===== config.mk =====
export PLATFORM = sky130hd
export DESIGN_NAME = ysyx22041405_mem_arb
export DESIGN_NICKNAME = d
export VERILOG_FILES = /design/src/rtl/ysyx22041405_mem_arb.sv
export SDC_FILE = /design/constraint.sdc
export NUM_CORES = 1
export LEC_CHECK = 0
export BUFFER_PORTS_ARGS = -buffer_cell sky130_fd_sc_hd__buf_2
export CAP_MARGIN = 20
export CORE_AREA = 4 4 105 107
export CTS_BUF_LIST = sky130_fd_sc_hd__clkbuf_4 sky130_fd_sc_hd__clkbuf_8
export CTS_CLUSTER_SIZE = 28
export DETAILED_ROUTE_END_ITERATION = 16
export DIE_AREA = 0 0 109 111
export PLACE_DENSITY = 0.82
export SKIP_CTS_REPAIR_TIMING = 1
export SYNTH_ARGS = -nofsm -noshare
export SYNTH_HDL_FRONTEND = slang
export SYNTH_SLANG_ARGS = --single-unit

===== constraint.sdc =====
create_clock -name clk -period 4.1 [get_ports clk]
set_input_delay 0.41 -clock clk [delete_from_list [all_inputs] [get_ports clk]]
set_output_delay 0.41 -clock clk [all_outputs]
set_load 0.05 [all_outputs]

===== src/rtl/ysyx22041405_mem_arb.sv =====
// Shares the single memory port between IFU and LSU. Each transaction runs
// IDLE (arbitrate + grant) -> REQ (hold mem_req) -> WAIT (await mem_rvalid).
module ysyx22041405_mem_arb #(
  parameter int WIDTH       = 32,
  parameter int MAX_LSU_RUN = 4   // legal range 1..15 (run_cnt is 4 bits)
) (
  input  logic               clk,
  input  logic               rst_n,
  input  logic               ifu_req,
  input  logic [WIDTH-1:0]   ifu_addr,
  output logic               ifu_gnt,
  output logic               ifu_rvalid,
  output logic [WIDTH-1:0]   ifu_rdata,
  input  logic               lsu_req,
  input  logic               lsu_we,
  input  logic [WIDTH-1:0]   lsu_addr,
  input  logic [WIDTH-1:0]   lsu_wdata,
  input  logic [WIDTH/8-1:0] lsu_wstrb,
  output logic               lsu_gnt,
  output logic               lsu_rvalid,
  output logic [WIDTH-1:0]   lsu_rdata,
  output logic               mem_req,
  output logic               mem_we,
  output logic [WIDTH-1:0]   mem_addr,
  output logic [WIDTH-1:0]   mem_wdata,
  output logic [WIDTH/8-1:0] mem_wstrb,
  input  logic               mem_ready,
  input  logic               mem_rvalid,
  input  logic [WIDTH-1:0]   mem_rdata
);

  localparam int         SW      = WIDTH / 8;
  localparam logic [3:0] RUN_MAX = 4'(MAX_LSU_RUN);

  // Handshakes: a client holds req until its one-cycle gnt pulse, after which
  // the transaction is owned here; mem_req is held until mem_ready is seen,
  // and the reply is the single mem_rvalid cycle that follows in WAIT.
  typedef enum logic [1:0] {
    S_IDLE = 2'd0,
    S_REQ  = 2'd1,
    S_WAIT = 2'd2
  } state_t;

  state_t            state;
  state_t            state_nxt;
  logic              owner_lsu;
  logic [3:0]        run_cnt;
  logic              we_q;
  logic [WIDTH-1:0]  addr_q;
  logic [WIDTH-1:0]  wdata_q;
  logic [SW-1:0]     wstrb_q;

  logic              ifu_starved;
  logic              pick_lsu;
  logic              pick_ifu;

  // LSU has priority unless the IFU has already watched RUN_MAX LSU grants.
  assign ifu_starved = ifu_req && (run_cnt == RUN_MAX);
  assign pick_lsu    = lsu_req && !ifu_starved;
  assign pick_ifu    = ifu_req && !pick_lsu;

  always_ff @(posedge clk or negedge rst_n) begin
    if (!rst_n) begin
      state <= S_IDLE;
    end else begin
      state <= state_nxt;
    end
  end

  always_ff @(posedge clk or negedge rst_n) begin
    if (!rst_n) begin
      owner_lsu <= 1'b0;
      run_cnt   <= 4'd0;
      we_q      <= 1'b0;
      addr_q    <= '0;
      wdata_q   <= '0;
      wstrb_q   <= '0;
    end else if (state == S_IDLE) begin
      if (pick_lsu) begin
        owner_lsu <= 1'b1;
        we_q      <= lsu_we;
        addr_q    <= lsu_addr;
        wdata_q   <= lsu_wdata;
        wstrb_q   <= lsu_we ? lsu_wstrb : '0;
      end else if (pick_ifu) begin
        owner_lsu <= 1'b0;
        we_q      <= 1'b0;
        addr_q    <= ifu_addr;
        wdata_q   <= '0;
        wstrb_q   <= '0;
      end
      if (pick_lsu && ifu_req) begin
        run_cnt <= (run_cnt == RUN_MAX) ? run_cnt : run_cnt + 4'd1;
      end else begin
        run_cnt <= 4'd0;
      end
    end
  end

  always_comb begin
    state_nxt  = state;
    ifu_gnt    = 1'b0;
    lsu_gnt    = 1'b0;
    ifu_rvalid = 1'b0;
    lsu_rvalid = 1'b0;
    mem_req    = 1'b0;
    case (state)
      S_IDLE: begin
        lsu_gnt = pick_lsu;
        ifu_gnt = pick_ifu;
        if (pick_lsu || pick_ifu) begin
          state_nxt = S_REQ;
        end
      end
      S_REQ: begin
        mem_req = 1'b1;
        if (mem_ready) begin
          state_nxt = S_WAIT;
        end
      end
      S_WAIT: begin
        if (mem_rvalid) begin
          ifu_rvalid = !owner_lsu;
          lsu_rvalid = owner_lsu;
          state_nxt  = S_IDLE;
        end
      end
      default: begin
        state_nxt = S_IDLE;
      end
    endcase
  end

  // Payload is only presented while requesting, so the port idles at zero.
  assign mem_we    = mem_req && we_q;
  assign mem_addr  = mem_req ? addr_q  : '0;
  assign mem_wdata = mem_req ? wdata_q : '0;
  assign mem_wstrb = mem_req ? wstrb_q : '0;

  assign ifu_rdata = mem_rdata;
  assign lsu_rdata = mem_rdata;

endmodule


# Word level (Yosys, flattened, before mapping)

Cells that the tools add are included.

Add/subtract/negate cells: 1
Equal/unequal tests: 7
Mux-type cells: 26
Reductions and logical operators: 14

Operators with widths:

| kind                                                   | count |
|---|---|
| two-way mux 32 bit                                     | 6 |
| two-way mux 4 bit                                      | 6 |
| two-way mux 1 bit                                      | 10 |
| two-way mux 2 bit                                      | 3 |
| inequality test 2 bit (second input constant)          | 3 |
| one-hot mux 2 bit (3 select lines)                     | 1 |
| logical AND 1 bit                                      | 5 |
| adder 4 x 1 -> 4 bit (second input constant)           | 1 |
| equality test 4 x 3 -> 1 bit (second input constant)   | 1 |
| AND reduction 2 bit                                    | 2 |
| logical NOT 1 bit                                      | 3 |
| AND reduction 3 bit                                    | 1 |
| equality test 2 x 1 -> 1 bit (second input constant)   | 1 |
| equality test 2 bit (second input constant)            | 1 |
| logical NOT 2 bit                                      | 1 |
| inequality test 2 x 1 -> 1 bit (second input constant) | 1 |
| nonzero test 2 bit                                     | 1 |
| logical OR 1 bit                                       | 1 |

Flip-flop bits (word level): 76
Input port bits: 139
Output and inout port bits: 138
Word-level logic and storage cells: 55

# Longest topological paths before layout

Depth in word-level cells: 9
Gate-level depth with buffers: 6
Mapped depth without buffers: 5

# Worst setup path before layout

OpenSTA, ideal clock, no wires.

Path type: register to output
From: register state[1]
To: output port mem_wdata[25]
Arrival: 1804 ps
Data required time: 3690 ps
Path slack: 1886 ps
Stages on the path, launching flop included: 5
Path buffers: 2
Path through: dfrtp_1 and2b_1 buf_2 clkbuf_1 and2_1

Cells in the longest elaborated chain, start to end: 3

RTL lines:

| element                      | RTL line | source |
|---|---|---|
| from (decl)                  | 44       | `state_t state;` |
| from (signal assigned)       | 66       | `state <= state_nxt;` |
| equality test 2 x 1 -> 1 bit | 107      | `case (state)` |
| two-way mux 1 bit            | 107      |  |
| net mem_req                  | 22       | `output logic mem_req,` |
| two-way mux 32 bit           | 137      | `assign mem_wdata = mem_req ? wdata_q : '0;` |
| to (decl)                    | 25       | `output logic [WIDTH-1:0] mem_wdata,` |

The timed path passes the listed nets, and every way through them passes these cells.

# Worst setup path in the final report

From: register state[1]
To: output port mem_we

Cells in the longest elaborated chain, start to end: 3

RTL lines:

| element                      | RTL line | source |
|---|---|---|
| equality test 2 x 1 -> 1 bit | 107      |  |
| two-way mux 1 bit            | 107      |  |
| logical AND 1 bit            | 135      | `assign mem_we = mem_req && we_q;` |
| to (decl)                    | 23       | `output logic mem_we,` |

No other way between the ends.

==> out/results.tsv <==
stage	metric	value	unit
power	power.density	815	nW/µm²
logic_synthesis	yosysTopAreaCellShare	0.427	
logic_synthesis	ys_types	29	
global_routing	grt_overflow	0	
logic_synthesis	yosys_warnings	0	
floorplanning	rows	37	
logic_synthesis	synth_edf_count	0	
sta	tns	0	ns
sta	hold_violations	0	
route	wire_per_inst	17.5	µm
layout	layout-drive-gt1-share	0.366	
route	vias	3967	
sta	skew	0.0187	ns
route	drc	0	
layout	nets	709	
route	drt_iter0_drc	311	
layout	syn2layout_area_growth	14.7	%
power	p_int	1.99	mW
sta	final_max_slew_viol_count	0	
global_routing	grt_antenna_before_repair	1	
route	ant_nets	0	
logic_synthesis	synth_nets	620	
floorplanning	core-area	10100	µm²
logic_synthesis	synthTopCellsByCount	dfrtp_1 (76), and2_1 (70), buf_4 (64)	
sta	setup_viol	0	
layout	postLayoutCoreUtil	0.504	
power	p_seq_frac	0.298	
logic_synthesis	netlist_area	4450	µm²
clocking	cts_tree	yes	
route	drt_wl_total	12400	µm
critical_path	reg2regPathDepth	4	
power	pwr-share-clk	0.128	
route	drt-pass1-iter-count	4	
logic_synthesis	yosysTopAreaCell	dfrtp_1	
power	swShare	0.521	
clocking	cts-root-buf	clkbuf_8	
global_routing	grt_max_degree	77	
clocking	clock_latency	0.36	ns
power	power_leakage	2.50	nW
logic_synthesis	synth_flop_cell	dfrtp_1	
clocking	clkSinkCount	76	
outcome	status	finished clean	
logic_synthesis	ys_seq_elements	76	
layout	antenna_cells	0	
power	peakVddDrop	379	µV
sta	clock.fmax	376	MHz
critical_path	startpoint_type	register	
logic_synthesis	async_flop_share	1.00	
logic_synthesis	postSynthCellCount	479	
critical_path	arrival	2.25	ns
floorplanning	die_w	109	µm
placement	hpwlAfterDp	8370	µm
flow_run	max_cap_violations	0	
clocking	clkTransAtPathRegs	0.10	ns
placement	finalWeightedCongestion	0.776	
route	vias_per_cell	5.60	
logic_synthesis	ys_top_cells_by_area	dfrtp_1 (43%), buf_4 (11%), and2_1 (9.8%)	
critical_path	cp_max_fo	72	
global_routing	grt_usage	0.202	
logic_synthesis	yosysMostFrequentCell	dfrtp_1	
floorplanning	ios	277	
critical_path	crit_type	register to output port	
critical_path	worstPathRequired	3.69	ns
sta	period_share	0.649	
sta	slew_headroom	0.317	
power	pwr-share-comb	0.574	
placement	portBuffers	180	
power	power_switching	2.17	mW
sta	tightest_slew	1.03	ns
sta	fin_crit	2.66	ns
global_routing	grt_pass1_wl	19600	µm
global_routing	grt_pass1_vias	3915	
logic_synthesis	synth.avg_cell_area	9.30	µm²
clocking	h-tree-depth	3	
floorplanning	fp.dieArea	12100	µm²
logic_synthesis	seq_area_frac_synth	0.427	
floorplanning	start_util	0.439	
clocking	numCtsBuffers	9	
clocking	cts_buffer_depth	2	
sta	rsz0062_at_grt	no	
critical_path	endpoint_kind	output port	
floorplanning	dieHeight	111	µm
min_path	hp-class	input pin to async pin	
==> cell families after synthesis <==
family	synth area share
AOI/OAI and AO/OA	0.174
buffers and inverters	0.163
DFF	0.427
and+or+nand+nor	0.231
adders and majority gates	0.00562
==> critical path: stages, from the launching register on <==
cell and delay [ns]:
dfrtp_1 0.44, and2b_2 0.92, and2_1 0.26, buf_2 0.27
==> registers in the layout (all words and copies together) (netlist names) <==
name / cells
addr_q: 32
wdata_q: 32
run_cnt: 4
wstrb_q: 4
state: 2
owner_lsu: 1
we_q: 1
==> worst paths after layout <==
check / slack, ns / start / endpoint
setup / recovery: 1.44 / state[1] / mem_we
hold / removal: 0.19 / rst_n / wdata_q[11]
setup reg to reg: 1.94 / state[1] / wdata_q[2]
hold reg to reg: 0.49 / wdata_q[27] / wdata_q[27]
max in group asynchronous: 3.30 / rst_n / addr_q[4]
min in group clk: 0.27 / lsu_wdata[9] / wdata_q[9]
==> per-layer routing <==
layer / share of wire / vias up / global-route usage
met1: 0.42 / 1908 / 0.258
met2: 0.48 / 182 / 0.327
met4: 0.027 / 2 / 0.0791
met5: 0.0010 / - / 0
met3: 0.076 / 47 / 0.0460
li1: - / 1828 / -
==> stage by stage <==
stage          power [mW]  setup WS [ns]  area [µm²]  hold slack [ns]  std cells
4_1_cts              4.20           1.41        5110            0.225        709
3_5_place_dp         3.65           1.67        4930            0.466        693
5_1_grt              4.43           1.27        5110            0.246        709
2_1_floorplan        3.26           1.89        4450            0.114        479
6_report             4.16           1.44        5110            0.187        709
3_3_place_gp         3.55           1.61        4880            0.465        691
==> power by group through the flow <==
| stage | registers, mW | logic [mW] | clock network, mW |
|---|---|---|---|
| floorplan | 1.18 | 2.08 | 0 |
| global placement | 1.23 | 2.32 | 0 |
| detailed placement | 1.24 | 2.40 | 0 |
| CTS | 1.23 | 2.41 | 0.555 |
| global route | 1.28 | 2.56 | 0.592 |
| finish | 1.24 | 2.39 | 0.535 |
==> cells in the final DEF (no fill, tap or decap), drive strengths merged <==
cell / netlist / routed
clkbuf: 22 / 9
nor3: 1 / 1
nand3b: 1 / 1
o211ai: 32 / 32
clkinvlp: 0 / 2
and2: 70 / 70
a22o: 23 / 23
and4b: 1 / 1
or2: 2 / 2
o2bb2ai: 14 / 14
nor2: 4 / 4
o21ai: 35 / 35
o311ai: 1 / 1
nand4: 33 / 33
and3: 2 / 2
nor2b: 1 / 1
ha: 2 / 2
nand3: 49 / 49
nand2b: 2 / 2
dfrtp: 76 / 76
nand4b: 1 / 1
buf: 88 / 188
clkinv: 0 / 1
nand2: 8 / 8
inv: 6 / 10
o22ai: 2 / 2
and2b: 1 / 1
a21o: 1 / 1
a31oi: 1 / 1
==> layout make-up <==
type	count	area (µm²)
multi-input combinational	287	1840
sequential	76	1900
clock inverter	7	57.6
timing repair buffer	188	991
clock buffer	9	124
inverter	6	22.5
fill	946	5030
tap	136	170
(Power assumes the default switching activity.)
